**src/rtl/riscv_pkg.sv**
```systemverilog
// Shared RISC-V immediate definitions: type enum, opcode
// decode and immediate extension helpers.
package riscv_pkg;

    localparam int XLEN = 32;

    typedef enum logic [2:0] {
        IMM_NONE = 3'd0,
        IMM_I    = 3'd1,
        IMM_S    = 3'd2,
        IMM_B    = 3'd3,
        IMM_U    = 3'd4,
        IMM_J    = 3'd5,
        IMM_Z    = 3'd6
    } immediate_type_e;

    localparam int IMM_TYPE_W = $bits(immediate_type_e);

    // SYSTEM with funct3[2] set carries a 5-bit zimm in rs1.
    function automatic immediate_type_e get_imm_type(
        input logic [6:0] opcode,
        input logic [2:0] funct3,
        input logic       zimm_en
    );
        immediate_type_e t;
        case (opcode)
            7'b0110111,
            7'b0010111: t = IMM_U;
            7'b1101111: t = IMM_J;
            7'b1100111,
            7'b0000011,
            7'b0010011: t = IMM_I;
            7'b0100011: t = IMM_S;
            7'b1100011: t = IMM_B;
            7'b1110011: t = (zimm_en && funct3[2]) ? IMM_Z : IMM_I;
            default:    t = IMM_NONE;
        endcase
        return t;
    endfunction

    function automatic logic [XLEN-1:0] imm_extend(
        input immediate_type_e t,
        input logic [31:0]     i
    );
        logic [XLEN-1:0] r;
        case (t)
            IMM_I:   r = {{20{i[31]}}, i[31:20]};
            IMM_S:   r = {{20{i[31]}}, i[31:25], i[11:7]};
            IMM_B:   r = {{19{i[31]}}, i[31], i[7], i[30:25], i[11:8], 1'b0};
            IMM_U:   r = {i[31:12], 12'b0};
            IMM_J:   r = {{11{i[31]}}, i[31], i[19:12], i[20], i[30:21], 1'b0};
            IMM_Z:   r = {27'b0, i[19:15]};
            default: r = '0;
        endcase
        return r;
    endfunction

endpackage

```
**src/rtl/imm_extend_unit.sv**
```systemverilog
// Per-lane immediate extender; an absent lane yields
// type NONE and a zero immediate.
module imm_extend_unit
    import riscv_pkg::*;
(
    input  logic            lane_valid_i,
    input  logic [31:7]     instr_i,
    input  immediate_type_e type_i,
    output immediate_type_e type_o,
    output logic [XLEN-1:0] imm_o
);

    // Opcode bits are not needed once the type is known.
    always_comb begin
        type_o = IMM_NONE;
        imm_o  = '0;
        if (lane_valid_i) begin
            type_o = type_i;
            imm_o  = imm_extend(type_i, {instr_i, 7'b0});
        end
    end

endmodule

```
**src/rtl/imm_extend_pipe.sv**
```systemverilog
// Registered multi-lane immediate extender with a one-beat
// skid buffer behind the output stage.
module imm_extend_pipe
    import riscv_pkg::*;
#(
    parameter int LANES   = 2,
    parameter bit ZIMM_EN = 1'b1
) (
    input  logic                        clk,
    input  logic                        rst,
    input  logic                        flush,
    input  logic                        in_valid,
    output logic                        in_ready,
    input  logic [LANES-1:0]            in_lane_valid,
    input  logic [LANES*32-1:0]         in_instr,
    output logic                        out_valid,
    input  logic                        out_ready,
    output logic [LANES-1:0]            out_lane_valid,
    output logic [LANES*32-1:0]         out_instr,
    output logic [LANES*IMM_TYPE_W-1:0] out_imm_type,
    output logic [LANES*XLEN-1:0]       out_imm
);

    localparam int TW = LANES * IMM_TYPE_W;
    localparam int IW = LANES * XLEN;
    localparam int DW = LANES * 32;

    typedef enum logic [1:0] {
        ST_EMPTY,
        ST_ONE,
        ST_FULL
    } occ_e;

    occ_e             state_q;
    logic             out_valid_q;
    logic             in_ready_q;
    logic [LANES-1:0] out_lv_q;
    logic [DW-1:0]    out_instr_q;
    logic [TW-1:0]    out_type_q;
    logic [IW-1:0]    out_imm_q;
    logic [LANES-1:0] skid_lv_q;
    logic [DW-1:0]    skid_instr_q;
    logic [TW-1:0]    skid_type_q;
    logic [IW-1:0]    skid_imm_q;

    logic [TW-1:0]    type_d;
    logic [IW-1:0]    imm_d;
    logic             accept;
    logic             push;

    for (genvar g = 0; g < LANES; g++) begin : g_lane
        immediate_type_e dec_type;
        immediate_type_e ext_type;
        logic [XLEN-1:0] ext_imm;

        assign dec_type = get_imm_type(in_instr[32*g +: 7],
                                       in_instr[32*g+12 +: 3],
                                       ZIMM_EN);

        imm_extend_unit u_ext (
            .lane_valid_i (in_lane_valid[g]),
            .instr_i      (in_instr[32*g+7 +: 25]),
            .type_i       (dec_type),
            .type_o       (ext_type),
            .imm_o        (ext_imm)
        );

        assign type_d[IMM_TYPE_W*g +: IMM_TYPE_W] = ext_type;
        assign imm_d[XLEN*g +: XLEN]              = ext_imm;
    end

    assign accept = in_valid & in_ready_q;
    assign push   = out_valid_q & out_ready;

    // Occupancy FSM moving beats between input, skid and output regs.
    always_ff @(posedge clk) begin
        if (rst) begin
            state_q      <= ST_EMPTY;
            out_valid_q  <= 1'b0;
            in_ready_q   <= 1'b1;
            out_lv_q     <= '0;
            out_instr_q  <= '0;
            out_type_q   <= '0;
            out_imm_q    <= '0;
            skid_lv_q    <= '0;
            skid_instr_q <= '0;
            skid_type_q  <= '0;
            skid_imm_q   <= '0;
        end else if (flush) begin
            state_q      <= ST_EMPTY;
            out_valid_q  <= 1'b0;
            in_ready_q   <= 1'b1;
            skid_lv_q    <= '0;
            skid_instr_q <= '0;
            skid_type_q  <= '0;
            skid_imm_q   <= '0;
        end else begin
            unique case (state_q)
                ST_EMPTY: begin
                    if (accept) begin
                        out_lv_q    <= in_lane_valid;
                        out_instr_q <= in_instr;
                        out_type_q  <= type_d;
                        out_imm_q   <= imm_d;
                        out_valid_q <= 1'b1;
                        state_q     <= ST_ONE;
                    end
                end
                ST_ONE: begin
                    if (accept && push) begin
                        out_lv_q    <= in_lane_valid;
                        out_instr_q <= in_instr;
                        out_type_q  <= type_d;
                        out_imm_q   <= imm_d;
                    end else if (push) begin
                        out_valid_q <= 1'b0;
                        state_q     <= ST_EMPTY;
                    end else if (accept) begin
                        skid_lv_q    <= in_lane_valid;
                        skid_instr_q <= in_instr;
                        skid_type_q  <= type_d;
                        skid_imm_q   <= imm_d;
                        in_ready_q   <= 1'b0;
                        state_q      <= ST_FULL;
                    end
                end
                ST_FULL: begin
                    if (push) begin
                        out_lv_q    <= skid_lv_q;
                        out_instr_q <= skid_instr_q;
                        out_type_q  <= skid_type_q;
                        out_imm_q   <= skid_imm_q;
                        in_ready_q  <= 1'b1;
                        state_q     <= ST_ONE;
                    end
                end
                default: begin
                    out_valid_q <= 1'b0;
                    in_ready_q  <= 1'b1;
                    state_q     <= ST_EMPTY;
                end
            endcase
        end
    end

    assign in_ready       = in_ready_q;
    assign out_valid      = out_valid_q;
    assign out_lane_valid = out_lv_q;
    assign out_instr      = out_instr_q;
    assign out_imm_type   = out_type_q;
    assign out_imm        = out_imm_q;

endmodule

```
**config.mk**
```make
export PLATFORM = sky130hd
export DESIGN_NAME = imm_extend_pipe
export DESIGN_NICKNAME = d
export VERILOG_FILES = /design/src/rtl/riscv_pkg.sv /design/src/rtl/imm_extend_unit.sv /design/src/rtl/imm_extend_pipe.sv
export SDC_FILE = /design/constraint.sdc
export NUM_CORES = 1
export LEC_CHECK = 0
export ABC_AREA = 0
export CORE_ASPECT_RATIO = 0.75
export CORE_MARGIN = 2
export CORE_UTILIZATION = 52
export DETAILED_ROUTE_END_ITERATION = 10
export DONT_BUFFER_PORTS = 1
export PLACE_DENSITY = 0.67
export SLEW_MARGIN = 40
export SYNTH_ARGS = -nofsm -noshare
export SYNTH_HDL_FRONTEND = slang
export SYNTH_SLANG_ARGS = --single-unit
```
**constraint.sdc**
```tcl
create_clock -name clk -period 5.2 [get_ports clk]
set_input_delay 0.52 -clock clk [delete_from_list [all_inputs] [get_ports clk]]
set_output_delay 0.52 -clock clk [all_outputs]
set_load 0.02 [all_outputs]
```
==> results of run 1 <==
==> per-layer routing <==
layer	wire length [um]	track usage (%)
met1	16000	44.4
met2	13400	38.2
met3	4290	10.6
met4	460	4.12
met5	0	0
==> registers in the layout, summed over array words and instances, names as in the netlist <==
name,cells
state_q,2
skid_type_q,6
out_instr,64
skid_instr_q,64
out_lane_valid,2
in_ready,1
skid_lv_q,2
out_imm_type,6
skid_imm_q,64
out_valid,1
out_imm,64
==> power groups by stage <==
stage	logic, mW	registers (mW)	clock network (mW)
floorplan	0.238	2.36	0
global placement	0.271	2.38	0
detailed placement	0.281	2.38	0
CTS	0.282	2.34	1.98
global route	0.325	2.35	2.07
finish	0.286	2.34	1.96
==> critical path: stages, from the launching register on <==
cell and delay (ps):
dfxtp_1 460, a21bo_2 300, nor3b_1 400, nand2_4 370, nor3_2 500, buf_4 300, and2_1 320, a221o_1 200
==> final timing paths <==
kind | end | depth (start not counted) | slack (ps) | startpoint
min reg2reg | skid_imm_q[32] | 2 | 440 | skid_imm_q[32]
max | skid_imm_q[50] | 7 | 2290 | state_q[0]
max reg2reg | skid_imm_q[50] | 7 | 2290 | state_q[0]
min | out_instr[32] | 1 | 60 | rst
==> final cells by class <==
type | instances | area [um2]
Inverter | 5 | 18.8
Timing Repair Buffer | 16 | 185
Clock inverter | 10 | 128
Fill cell | 1970 | 8920
Sequential cell | 276 | 5530
Tap cell | 288 | 360
Clock buffer | 36 | 749
Multi-Input combinational cell | 1012 | 5460
==> cells in the final DEF (no fill, tap or decap), types with 4 or more instances in the layout <==
cell type / Yosys / routed
nor2_1: 125 / 122
clkbuf_8: 0 / 4
nor2b_1: 5 / 4
and3_1: 14 / 14
nand3b_1: 5 / 5
a221oi_1: 31 / 31
clkinv_2: 0 / 6
a221o_1: 12 / 12
a211oi_1: 33 / 33
a22o_1: 28 / 28
a21o_1: 6 / 5
a21oi_1: 113 / 113
a31oi_1: 6 / 5
nand2b_1: 7 / 6
clkbuf_1: 101 / 5
o21ai_0: 45 / 45
nor3_1: 27 / 26
a222oi_1: 4 / 4
nand3_1: 15 / 15
nand2_1: 368 / 367
dfxtp_1: 276 / 276
o21ai_1: 14 / 14
o21ai_2: 6 / 6
clkbuf_16: 0 / 27
buf_4: 0 / 10
inv_1: 5 / 5
or3_1: 25 / 25
o211ai_1: 8 / 8
a311oi_1: 67 / 67
==> logic make-up after synthesis <==
logic type	share of synthesized area [%]
AO/OA/AOI/OAI	24.0
buffers and inverters	4.58
flip-flops	48.3
multiplexers	0.273
AND/OR/NAND/NOR	22.9
==> stage by stage <==
stage | utilization (%) | cell area [um2] | std cells | hold WS, ps
3_5_place_dp | 53.9 | 11500 | 1596 | 433
6_report | 58.2 | 12400 | 1643 | 63.0
2_1_floorplan | - | 11400 | 1417 | 418
4_1_cts | 58.1 | 12400 | 1642 | 55.9
3_3_place_gp | 53.7 | 11500 | 1594 | 429
5_1_grt | 58.2 | 12400 | 1643 | 51.2
==> results.md, run 1 <==
- Outcome: completed
- Worst Path Max Fanout: 33
- Pwr Total: roughly 4.6 mW
- Top-count cell post-synth: nand2_1
- Starting DRT DRC Count: 956
- Period minus WS final: 2910 ps
- Hold Violations, Final: 0
- Final wirelength: between 30000 and 40000 um
- Core area: approximately 0.021 mm2
- Cell area after synthesis: around 0.011 mm2
- HPWL Detailed: 21800 um
- Top-area cell type share of the netlist area: around 48%
- Seq cells post-synth: around 280
- Warnings from Yosys: 0
- Die span in x: between 150 and 200 um
- Psw: ~1.1 mW
- Antenna Nets Post-Route: 0
- Lkg Pwr: 4.31 nW
- Number of buffers created by CTS: 27
- Async S/R FF share, synth: 0%
- Nets: roughly 1400
- Hold bufs inserted after CTS: 0
- Resized cells post-CTS: 0
- Crit path kind: register to register
- Post-route setup slack: around 2300 ps
- Wire per inst: 20.8 um
- CP endpoint kind: register
- Max_cap viols: 0
- Syn Inst Count: approximately 1400
- Root Driver: clkbuf_16
- Routed via count: around 10000
- Slew @ Worst Pin: a little over 800 ps
- Fmax: ~340 MHz
- Power Density: roughly 370 mW/mm2
- Startpoint Class: register
- Net count after synthesis: around 1500
- Switching share of power: about 25%
- Final slew viol count: 0
- Leading area contributor after synthesis: dfxtp_1
- Sequential area share after synthesis: 48.3%
- Max VDD drop: roughly 200 uV
- ANT cells: 0
- Row count: 46
- Main synth FF type: dfxtp_1
- Post-place setup slack: roughly 2300 ps
- Total track usage: between 20% and 30%
- RSZ-0062 raised after global routing: no
- Synth Area per Inst: a little over 8 um2
- Drc violations: 0
- Skew-Pair Late Insertion Delay: around 530 ps
- GP Congestion: 0.880
- Clk sinks: 276
- Port bufs: 0
- Via density per instance: 6.18
- Clock power share: a little over two fifths
- CTS max path bufs: 3
- Depth of the CTS H-tree: 1
- I/O pin total: around 210
- GR Overflow Total: 0
- TritonRoute pass-1 iters: 6
- Synth top area cells: dfxtp_1 48%, nand2_1 12%, a311oi_1 5.1%
- Clock transition at path regs: 60 ps
- CTS tree: yes
- Global-route wire length before repair: 54000 um
- Share of layout cells above drive strength 1: around 6.4%
- Largest net degree at the start of global routing: just over 200
- Fin Setup TNS: 0 ps
- Sequential power share: between 50% and 60%
- Post-synth EDFFs: 0
- Min-Delay Path Class: input pin to register
- Number of library cell types mapped by synthesis: 59
- Combinational share of power: around 6.2%
- Commonest cells in the synthesized netlist: 368 x nand2_1, 276 x dfxtp_1, 125 x nor2_1
- Area delta synth->final: 8.57%
- Die height: approximately 130 um
- Setup Viol. Count Final: 0
- Die ar.: between 0.02 and 0.025 mm2
- Data required, critical path: 5670 ps
- Initial core utilization: approximately 54%
- Initial antenna violation count: 0
- Pint: approximately 3.4 mW
- Clk_skew: between 8 and 9 ps
- Vias in the first global route: 9105
- Max-slew headroom: a little under half
- Number of setup buffers added after CTS: 0
- Worst EP arrival: roughly 3400 ps
- Period utilization: a little under three fifths
(Power assumes the default switching activity.)
==> inputs of run 2 (changes only) <==
Clock period 5.2 ns to 2.88 ns, I/O delays scaled along.
==> run 2 against run 1 <==
- highest routed layer unchanged
- core utilization rose by 4.4 points
- die area unchanged
- clock skew increased by 2.9 ps
- global-route usage increased by 2.1 points
- total power up 90%
- cell area increased by 7.5%
- cell count rose by 5.5%
- largest power group unchanged
- register-to-register slack lost 2000 ps
==> results.md, run 2 (synthesized netlist as in run 1, its figures left out) <==
- Commonest non-fill, non-tap cell in the layout: nand2_1
- Crit path kind: register to register
- Routed via count: between 10000 and 15000
- Worst Path Max Fanout: between 70 and 80
- Min-Delay Path Class: input pin to register
- Antenna Nets Post-Route: 0
- Worst EP arrival: 3060 ps
- Area delta synth->final: 16.8%
- Resized cells post-CTS: 0
- TritonRoute pass-1 iters: 7
- Number of buffers created by CTS: 28
- Largest net degree at the start of global routing: approximately 110
- Hold Violations, Final: 0
- Drc violations: 0
- Worst R2R Setup Slack: slightly above 300 ps
- Final wirelength: around 37000 um
- HPWL Detailed: 22000 um
- Max_cap viols: 0
- Slew @ Worst Pin: 850 ps
- Critical-path top delay cell: dfxtp_1
- Port bufs: 0
- Max VDD drop: ~440 uV
- Core area: 0.0214 mm2
- Final slew viol count: 0
- Clock transition at path regs: around 70 ps
- Depth of the CTS H-tree: 1
- CTS max path bufs: 3
- Fin Setup TNS: 0 ps
- Period utilization: roughly 89%
- GP Congestion: approximately 0.84
- Die height: 133 um
- Nets: 1497
- Data required, critical path: roughly 3400 ps
- Cell Chain, Critical Path: nor2b_4 > nand3_1 > a21oi_4 > buf_12 > buf_12 > nor2_1 > a311oi_1 > dlygate4sd3_1
- Register area: 0.00553 mm2
- Power Density: 653 mW/mm2
- Final Hold Slack: between 10 and 15 ps
- Startpoint Class: register
- Die ar.: ~0.023 mm2
- CTS tree: yes
- Share of layout cells above drive strength 1: between 7 and 8%
- Starting DRT DRC Count: ~1000
- Skew-Pair Late Insertion Delay: between 500 and 600 ps
- Period minus WS final: 2570 ps
- Initial core utilization: 53.6%
- CP endpoint kind: register
- Via density per instance: slightly above 6
- Max-slew headroom: roughly 43%
- Total track usage: slightly above 30%
- Most Frequent Cell on Critical Path: buf_12
- Root Driver: clkbuf_16
- Setup Viol. Count Final: 0
- Wire per inst: around 21 um
- Clk_skew: about 11 ps
- Multi-input logic area: roughly 0.0055 mm2
- Vias in the first global route: just under 10000
- Pwr Total: between 8 and 9 mW
- Layout filler cell count: about 1900
- Lkg Pwr: around 4.8 nW
- Fmax: 389 MHz
- Die span in x: 175 um
- Most frequent cells in the layout: 367 x nand2_1, 276 x dfxtp_1, 124 x nor2_1
- Clk sinks: about 280
- Initial antenna violation count: 1
- RSZ-0062 raised after global routing: no
- I/O pin total: about 210
- Global-route wire length before repair: around 57000 um
- Outcome: completed
- Max incr delay on CP: 570 ps
- GR Overflow Total: 0
- Row count: 46
-- run 2: cell count changes in the layout (fill, tap and decap cells not counted), sizes merged --
cell / previous run / this run
diode: 0 / 1
buf: 16 / 35
clkinvlp: 1 / 0
dlygate4sd3: 0 / 68
clkbuf: 36 / 40
-- run 2: worst max-delay path, delay by kind of cell, from the launching register on --
kind,cells,cell delay (ps)
AOI/OAI and AO/OA,2,420
buffers and inverters,3,990
DFF,1,570
and+or+nand+nor,3,490
-- run 2: worst paths after layout --
kind                                startpoint             end  cells after the start
worst min-delay path              in_instr[60]     out_imm[40]                      2
worst max register to register      state_q[1]    out_instr[8]                      8
worst min register to register  skid_imm_q[13]  skid_imm_q[13]                      2
worst max-delay path                state_q[1]    out_instr[8]                      8
-- run 2: area by class of cell --
| type | count | area share (%) |
|---|---|---|
| Antenna cell | 1 | 0.0187 |
| Timing Repair Buffer | 103 | 7.79 |
| Multi-Input combinational cell | 1012 | 40.8 |
| Tap cell | 288 | 2.70 |
| Clock buffer | 40 | 6.34 |
| Clock inverter | 9 | 0.899 |
| Sequential cell | 276 | 41.3 |
| Inverter | 5 | 0.140 |
-- run 2: routing by layer --
layer	GRT usage [%]	up-vias	wire length, um
met5	0	-	0
met4	4.81	0	528
met3	9.66	47	4640
met2	42.3	522	15000
met1	47.4	5170	16900
li1	-	5045	-
-- run 2: what timing repair did --
item,4_1_cts,5_1_grt
hold buffers,69,0
endpoints found under the hold margin,257,0
setup buffers,0,4
endpoints found under the setup margin,0,1
-- run 2: where the power goes --
part	switching, mW	internal (mW)	total [mW]
Combinational	0.436	0.265	0.701
Sequential	0.262	3.95	4.22
Clock	1.52	2.30	3.81
Total	2.22	6.51	8.73
-- run 2: stage by stage --
stage               instance area, um2  instances  setup slack, ps  utilization [%]
floorplan                        11400       1417              865                -
CTS                              13300       1728             70.4             62.2
detailed placement               11600       1610              405             54.4
finish                           13400       1734              311             62.6
global placement                 11600       1610              497             54.4
global route                     13400       1734              152             62.6
